`config.mk`:
```
export PLATFORM = sky130hd
export DESIGN_NAME = radio_pll_responder_flat
export DESIGN_NICKNAME = d
export VERILOG_FILES = /design/src/rtl/radio_pll_responder_if.sv /design/src/rtl/radio_pll_responder.sv /design/src/flat_wrapper.sv
export SDC_FILE = /design/constraint.sdc
export NUM_CORES = 1
export LEC_CHECK = 0
export CORE_MARGIN = 8
export CORE_UTILIZATION = 50
export CTS_CLUSTER_SIZE = 10
export DETAILED_ROUTE_END_ITERATION = 8
export GPL_TIMING_DRIVEN = 0
export PLACE_DENSITY = 0.73
export SETUP_SLACK_MARGIN = 0.5
export SLEW_MARGIN = 20
export SYNTH_ARGS = -nofsm -noshare
export SYNTH_HDL_FRONTEND = slang
export SYNTH_SLANG_ARGS = --single-unit
```
`constraint.sdc`:
```
create_clock -name ck -period 3.67 [get_ports ck]
set_input_delay 0.9175 -clock ck [delete_from_list [all_inputs] [get_ports ck]]
set_output_delay 0.9175 -clock ck [all_outputs]
set_load 0.02 [all_outputs]
```
`src/rtl/radio_pll_responder_if.sv`:
```
// Timing-engine <-> radio/PLL responder handshake bundle.
// master = timing engine (drives requests), slave = responder (drives status).
interface radio_pll_responder_if #(
  parameter int BIT_WIDTH = 2
);
  logic [BIT_WIDTH-1:0] radioEnable;
  logic [BIT_WIDTH-1:0] radioRxEn;
  logic                 isolate;
  logic                 clrErr;
  logic [BIT_WIDTH-1:0] pllSettled;
  logic [BIT_WIDTH-1:0] tArstFs;
  logic [BIT_WIDTH-1:0] rxActive;
  logic [BIT_WIDTH-1:0] errSticky;

  modport master (
    output radioEnable, radioRxEn, isolate, clrErr,
    input  pllSettled, tArstFs, rxActive, errSticky
  );

  modport slave (
    input  radioEnable, radioRxEn, isolate, clrErr,
    output pllSettled, tArstFs, rxActive, errSticky
  );
endinterface

```
`src/rtl/radio_pll_responder.sv`:
```
// Radio/PLL responder model: per-lane enable -> ramp -> lock -> rx FSM with
// cooldown after disable, sticky protocol-error flags and an isolation clamp.
module radio_pll_responder #(
  parameter int BIT_WIDTH       = 2,
  parameter int SETTLE_CYCLES   = 8,
  parameter int COOLDOWN_CYCLES = 3
) (
  input logic                   ck,
  input logic                   arst,
  radio_pll_responder_if.slave  bus
);

  localparam int MAX_CYCLES = (SETTLE_CYCLES > COOLDOWN_CYCLES) ? SETTLE_CYCLES : COOLDOWN_CYCLES;
  localparam int CNT_W      = $clog2(MAX_CYCLES + 1);

  localparam logic [CNT_W-1:0] SETTLE_LOAD   = CNT_W'(SETTLE_CYCLES - 1);
  localparam logic [CNT_W-1:0] COOLDOWN_LOAD = CNT_W'(COOLDOWN_CYCLES - 1);
  localparam logic [CNT_W-1:0] CNT_ZERO      = CNT_W'(0);
  localparam logic [CNT_W-1:0] CNT_ONE       = CNT_W'(1);

  typedef enum logic [2:0] {
    ST_IDLE     = 3'd0,
    ST_RAMP     = 3'd1,
    ST_LOCKED   = 3'd2,
    ST_RX       = 3'd3,
    ST_COOLDOWN = 3'd4
  } lane_state_e;

  logic [BIT_WIDTH-1:0] settled_v_s;
  logic [BIT_WIDTH-1:0] pulse_v_s;
  logic [BIT_WIDTH-1:0] rx_v_s;
  logic [BIT_WIDTH-1:0] err_v_s;
  logic [BIT_WIDTH-1:0] pass_s;

  for (genvar ii = 0; ii < BIT_WIDTH; ii++) begin : g_lane
    lane_state_e      state_r;
    logic [CNT_W-1:0] cnt_r;
    logic             settled_r;
    logic             pulse_r;
    logic             rx_r;
    logic             err_r;
    logic             en_s;
    logic             rx_req_s;
    logic             viol_s;

    assign en_s     = bus.radioEnable[ii];
    assign rx_req_s = bus.radioRxEn[ii];
    // An rx request is only legal once the PLL is locked.
    assign viol_s   = rx_req_s && (state_r != ST_LOCKED) && (state_r != ST_RX);

    // Lane FSM; status flags are registered alongside the state they describe.
    always_ff @(posedge ck or negedge arst) begin
      if (!arst) begin
        state_r   <= ST_IDLE;
        cnt_r     <= CNT_ZERO;
        settled_r <= 1'b0;
        pulse_r   <= 1'b0;
        rx_r      <= 1'b0;
      end else begin
        pulse_r <= 1'b0;
        case (state_r)
          ST_IDLE: begin
            if (en_s) begin
              state_r <= ST_RAMP;
              cnt_r   <= SETTLE_LOAD;
            end else begin
              cnt_r   <= CNT_ZERO;
            end
          end
          ST_RAMP: begin
            if (!en_s) begin
              state_r <= ST_COOLDOWN;
              cnt_r   <= COOLDOWN_LOAD;
            end else if (cnt_r == CNT_ZERO) begin
              state_r   <= ST_LOCKED;
              settled_r <= 1'b1;
              pulse_r   <= 1'b1;
            end else begin
              cnt_r <= cnt_r - CNT_ONE;
            end
          end
          ST_LOCKED: begin
            if (!en_s) begin
              state_r   <= ST_COOLDOWN;
              cnt_r     <= COOLDOWN_LOAD;
              settled_r <= 1'b0;
            end else if (rx_req_s) begin
              state_r <= ST_RX;
              rx_r    <= 1'b1;
            end else begin
              state_r <= ST_LOCKED;
            end
          end
          ST_RX: begin
            if (!en_s) begin
              state_r   <= ST_COOLDOWN;
              cnt_r     <= COOLDOWN_LOAD;
              settled_r <= 1'b0;
              rx_r      <= 1'b0;
            end else if (!rx_req_s) begin
              state_r <= ST_LOCKED;
              rx_r    <= 1'b0;
            end else begin
              state_r <= ST_RX;
            end
          end
          ST_COOLDOWN: begin
            if (cnt_r == CNT_ZERO) begin
              state_r <= ST_IDLE;
            end else begin
              cnt_r <= cnt_r - CNT_ONE;
            end
          end
          default: begin
            state_r   <= ST_IDLE;
            cnt_r     <= CNT_ZERO;
            settled_r <= 1'b0;
            rx_r      <= 1'b0;
          end
        endcase
      end
    end

    // Sticky error: a new violation outranks a simultaneous clear.
    always_ff @(posedge ck or negedge arst) begin
      if (!arst) begin
        err_r <= 1'b0;
      end else if (viol_s) begin
        err_r <= 1'b1;
      end else if (bus.clrErr) begin
        err_r <= 1'b0;
      end else begin
        err_r <= err_r;
      end
    end

    assign settled_v_s[ii] = settled_r;
    assign pulse_v_s[ii]   = pulse_r;
    assign rx_v_s[ii]      = rx_r;
    assign err_v_s[ii]     = err_r;
  end

  // Isolation clamp is combinational so a pulse inside the window is dropped.
  assign pass_s         = {BIT_WIDTH{~bus.isolate}};
  assign bus.pllSettled = settled_v_s & pass_s;
  assign bus.tArstFs    = pulse_v_s & pass_s;
  assign bus.rxActive   = rx_v_s & pass_s;
  assign bus.errSticky  = err_v_s & pass_s;

endmodule
```
`src/flat_wrapper.sv`:
```
// flat-port wrapper written by rule: the top's interface ports become plain ports
module radio_pll_responder_flat 
#(
  parameter int BIT_WIDTH       = 2,
  parameter int SETTLE_CYCLES   = 8,
  parameter int COOLDOWN_CYCLES = 3
)
  (ck, arst, bus_radioEnable, bus_radioRxEn, bus_isolate, bus_clrErr, bus_pllSettled, bus_tArstFs, bus_rxActive, bus_errSticky);
  radio_pll_responder_if #(.BIT_WIDTH(BIT_WIDTH)) bus_i ();
  input logic ck;
  input logic arst;
  input wire logic [$bits(bus_i.radioEnable)-1:0] bus_radioEnable;
  input wire logic [$bits(bus_i.radioRxEn)-1:0] bus_radioRxEn;
  input wire logic [$bits(bus_i.isolate)-1:0] bus_isolate;
  input wire logic [$bits(bus_i.clrErr)-1:0] bus_clrErr;
  output wire logic [$bits(bus_i.pllSettled)-1:0] bus_pllSettled;
  output wire logic [$bits(bus_i.tArstFs)-1:0] bus_tArstFs;
  output wire logic [$bits(bus_i.rxActive)-1:0] bus_rxActive;
  output wire logic [$bits(bus_i.errSticky)-1:0] bus_errSticky;
  assign bus_i.radioEnable = bus_radioEnable;
  assign bus_i.radioRxEn = bus_radioRxEn;
  assign bus_i.isolate = bus_isolate;
  assign bus_i.clrErr = bus_clrErr;
  assign bus_pllSettled = bus_i.pllSettled;
  assign bus_tArstFs = bus_i.tArstFs;
  assign bus_rxActive = bus_i.rxActive;
  assign bus_errSticky = bus_i.errSticky;
  radio_pll_responder #(.BIT_WIDTH(BIT_WIDTH), .SETTLE_CYCLES(SETTLE_CYCLES), .COOLDOWN_CYCLES(COOLDOWN_CYCLES)) u_core (.ck(ck), .arst(arst), .bus(bus_i));
endmodule
```
Word-level counts from Yosys, hierarchy flattened
Cells that the tools add are included.

Register bits: 22. Logic and storage cells: 126. Input bits: 8.

Bitwise gates (word level): 9. Reductions and logical operators: 22. Eq/ne operators: 30. Add/subtract/negate cells: 2. Muxes and demuxes: 51.

Operators by type and width (number): $mux W3 (12); $pmux W4 S4 (2); $mux W1 (25); $mux W4 (6); $pmux W3 S4 (2); $ne A2 B2 Y1 const B (10); $ne A3 B2 Y1 const B (6); $reduce_and A4 Y1 (4); $eq A3 B2 Y1 const B (4); $pmux W1 S3 (4); $and A2 B2 Y2 (4); $logic_not A4 Y1 (2); $ne A2 B1 Y1 const B (4); $reduce_or A2 Y1 (4); $sub A4 B1 Y4 const B (2); $eq A3 B1 Y1 const B (2); $eq A3 B3 Y1 const B (2); $logic_not A3 Y1 (2); $ne A3 B3 Y1 const B (2); $reduce_and A3 Y1 (2); $reduce_or A3 Y1 (2); $not A1 Y1 (5); $logic_and A1 B1 Y1 (4); $reduce_bool A2 Y1 (2).

Longest topological paths before layout
Depth in word-level cells: 4. Gate-level depth with buffers: 6. Depth with buffers taken out: 6.

Worst setup path after synthesis
Ideal clock, no wire load.

Path kind: input to output. From: input port bus_isolate. To: output port bus_pllSettled[0]. Stages on the path: 1. Setup slack: 1531 ps. Data required time: 2753 ps. Data arrival time: 1222 ps. Path through: nor2b_1.

Word-level cells in the longest chain between the ends: 2.

Ends and longest elaborated chain: start: declaration (RTL line flat_wrapper.sv:14) `input wire logic [$bits(bus_i.isolate)-1:0] bus_isolate;`; $not A1 Y1 (RTL line radio_pll_responder.sv:144) `assign pass_s = {BIT_WIDTH{~bus.isolate}};`; $and A2 B2 Y2 (RTL line radio_pll_responder.sv:145) `assign bus.pllSettled = settled_v_s & pass_s;`; end: declaration (RTL line flat_wrapper.sv:16) `output wire logic [$bits(bus_i.pllSettled)-1:0] bus_pllSettled;`.

Every way passes these cells.

Worst setup path after layout
From: input port bus_isolate. To: output port bus_errSticky[0].

Word-level cells in the longest chain between the ends: 2.

Ends and longest elaborated chain: $not A1 Y1 (RTL line radio_pll_responder.sv:144); $and A2 B2 Y2 (RTL line radio_pll_responder.sv:148) `assign bus.errSticky = err_v_s & pass_s;`; end: declaration (RTL line flat_wrapper.sv:19) `output wire logic [$bits(bus_i.errSticky)-1:0] bus_errSticky;`.

Every way passes these cells.

==> qor.csv <==
metric,value,unit
Reg2Reg Launch Point,u_core.g_lane[0].cnt_r[0],
Peak VDD IR,0.0003998,V
max_cap viols,0,
Row Count,18,
logic gate share of total power,0.491,
initial drt markers,41,
Worst EP arrival,2210,ps
detailed-router iteration count before antenna repair,4,
vias per cell,5.851,
worst-case clock buffer depth,2,
HP Class,reg -> reg,
first-pass GRT wire length,5009,µm
yosys warns,0,
GRT overflow,0,
Post-DP Area,1463,µm²
latest clock arrival within the worst-skew pair,310,ps
Critical R2R Capture,u_core.g_lane[0].cnt_r[1],
sequential share of power,0.379,
clock slew at reported path FFs,130,ps
Net Switching,448.9,µW
clock group share of total power,0.129,
Worst setup SP type,input pin,
die height,66.70,µm
Synth Area per Inst,8.741,µm²
Final ANT Viol Nets,0,
fin nets,176,
outcome,"complete, no violations",
f_max,0.3197,GHz
htree depth,1,
Post-Synthesis Cells,147,
vias,1141,
post-layout util,0.6111,
post-route cell area,1500,µm²
clock sink count,22,
n_diodes,0,
Synth Net Count,157,
Layout area overhead,16.75,%
#FFs+latches synth,22,
PwrDens,704.2,nW/µm²
critical path class,in -> out,
number of gates resized after cts,3,
residual DRC count,0,
gpl congestion,0.9214,
flop2flop setup slack,1680,ps
Total GRT Usage,0.1398,
worst path required time,2750,ps
CORE AREA,2455,µm²
post-cts hold buffer count,0,
Total Power,1056,µW
Final Max Slew Viols,0,
Horiz. Die Dim,66.70,µm
clock root cell,clkbuf_4,
r2r worst-path depth,6,
Die Area,4448,µm²
Worst Hold Launch,u_core.g_lane[0].settled_r,
sum of negative setup slack,0,ps
Final setup viols,0,
postcts setup bufs,0,
Crit. End Element,output pin,
WL final,2813,µm
Critical Path Fanout Max,8,
max_slew headroom,0.6527,
total CTS buffers,3,
final hold violations,0,
proportion of layout cells with a drive suffix above 1,0.06061,
IO Port Bufs,14,
Post-Syn Area,1285,µm²
switch share,0.4249,
IO Pins,16,
CTS tree,yes,
Final min period,3128,ps
part of the Yosys area used for sequential elements,0.4284,
worst clock skew,1.778,ps
WHS Path Cells,2,
vias in the first global route,1104,
Pint,607.6,µW
leakage,0.0006934,µW
Synth cell types,35,
DP HPWL,2001,µm
starting density of the core,0.5234,
Worst Tran Pin Value,518.7,ps
antenna violations before repair,0,
Min-Delay Endpoint,u_core.g_lane[0].settled_r,
Final period util,0.8524,
RSZ-0062 raised after global routing,no,
largest net degree at the start of global routing,23,
WL/cell,14.43,µm
-- metrics by stage --
step | setup WS (ps) | instances | hold slack [ps]
4_1_cts | 504.2 | 195 | 521.7
2_1_floorplan | 1531 | 147 | 454.9
3_5_place_dp | 472.9 | 191 | 492.8
6_report | 541.8 | 195 | 523.6
5_1_grt | 503.5 | 195 | 569.6
3_3_place_gp | 528.7 | 191 | 477.9
-- cells by family (layout without fill, tap and decap cells) --
group / Yosys count / count (layout) / synth area share
buffers and inverters: 20 / 38 / 0.05939
and+or+nand+nor: 49 / 49 / 0.2035
adders and majority gates: 2 / 2 / 0.01947
AOI/OAI and AO/OA: 50 / 50 / 0.2561
muxes: 4 / 4 / 0.03311
DFF: 22 / 22 / 0.4284
-- registers in the layout, indices dropped and copies added, names as in the netlist --
name / cells
u_core.g_lane.rx_r: 2
u_core.g_lane.cnt_r: 8
u_core.g_lane.err_r: 2
u_core.g_lane.state_r: 6
u_core.g_lane.settled_r: 2
u_core.g_lane.pulse_r: 2
-- power by group through the flow --
stage               sequential [µW]  clock, µW  combinational, µW
floorplan                       383          0                402
global placement                399          0                495
detailed placement              403          0                517
CTS                             398        138                519
global route                    411        150                593
finish                          401        137                519
-- cells in the mapped netlist, drive strengths merged --
cell type | instances | share of area
a21oi | 11 | 0.043
o221ai | 2 | 0.014
clkbuf | 7 | 0.020
o21ai | 17 | 0.066
nand3 | 2 | 0.0078
a2bb2oi | 1 | 0.0068
and3 | 1 | 0.0049
nand2 | 13 | 0.038
nor3b | 2 | 0.024
buf | 1 | 0.0039
ha | 2 | 0.019
a32o | 2 | 0.016
a31oi | 4 | 0.019
mux2i | 2 | 0.016
mux2 | 2 | 0.018
nand2b | 2 | 0.0097
or3 | 5 | 0.024
o211a | 1 | 0.0078
inv | 12 | 0.035
nor3 | 3 | 0.012
o32a | 2 | 0.016
o31ai | 1 | 0.0058
o21a | 1 | 0.0058
and2b | 2 | 0.012
a211oi | 3 | 0.025
dfrtp | 22 | 0.43
o211ai | 2 | 0.012
nor2 | 11 | 0.032
a21boi | 1 | 0.0058
nor2b | 7 | 0.034
a31o | 2 | 0.014
nand4 | 1 | 0.0049
-- final cells by class --
class	count	area (µm²)
clock buffer	4	36.28
fill	216	954.7
multi-input combinational	105	658.1
inverter	12	45.04
timing repair buffer	14	141.4
tap	30	37.54
sequential	22	550.5
buffer	8	31.28
-- per-layer routing --
layer  global-route usage  vias up  routed length (µm)
met3              0.03356        4                 191
met2               0.2162       34                1270
met5                    0        -                   0
met4              0.06400        0                  25
li1                     -      555                   -
met1               0.1788      548                1326
-- critical path, stage by stage --
cell	delay [ps]
clkdlybuf4s50_1	540
nor2_1	150
clkdlybuf4s50_1	610
-- placed cells by master (no fill, tap or decap), types with 2 or more instances in the layout --
cell type,Yosys,routed
a211oi_2,2,2
a21oi_1,11,11
a31o_1,2,2
a31oi_1,4,4
a32o_1,2,2
and2b_1,2,2
buf_2,1,2
clkbuf_1,7,7
clkbuf_4,0,3
clkdlybuf4s50_1,0,6
dfrtp_1,22,22
dlygate4sd2_1,0,3
dlymetal6s2s_1,0,4
ha_1,2,2
inv_1,12,12
mux2_1,2,2
mux2i_1,2,2
nand2_1,13,13
nand2b_1,2,2
nand3_1,2,2
nor2_1,11,11
nor2b_1,7,7
nor3_1,3,3
o211ai_1,2,2
o21ai_0,13,13
o21ai_1,4,4
o221ai_1,2,2
o32a_1,2,2
or3_1,5,5
-- worst max-delay path by stage --
| stage | cells after the start | from | slack (ps) | to |
|---|---|---|---|---|
| global placement | 3 | bus_isolate | 530 | bus_rxActive[1] |
| global route | 3 | bus_isolate | 500 | bus_errSticky[0] |
| finish | 3 | bus_isolate | 540 | bus_errSticky[0] |
| floorplan | 1 | bus_isolate | 1530 | bus_pllSettled[0] |
| CTS | 3 | bus_isolate | 500 | bus_pllSettled[0] |
| detailed placement | 3 | bus_isolate | 470 | bus_tArstFs[0] |
Note: power is estimated with default switching activity, not from simulation.
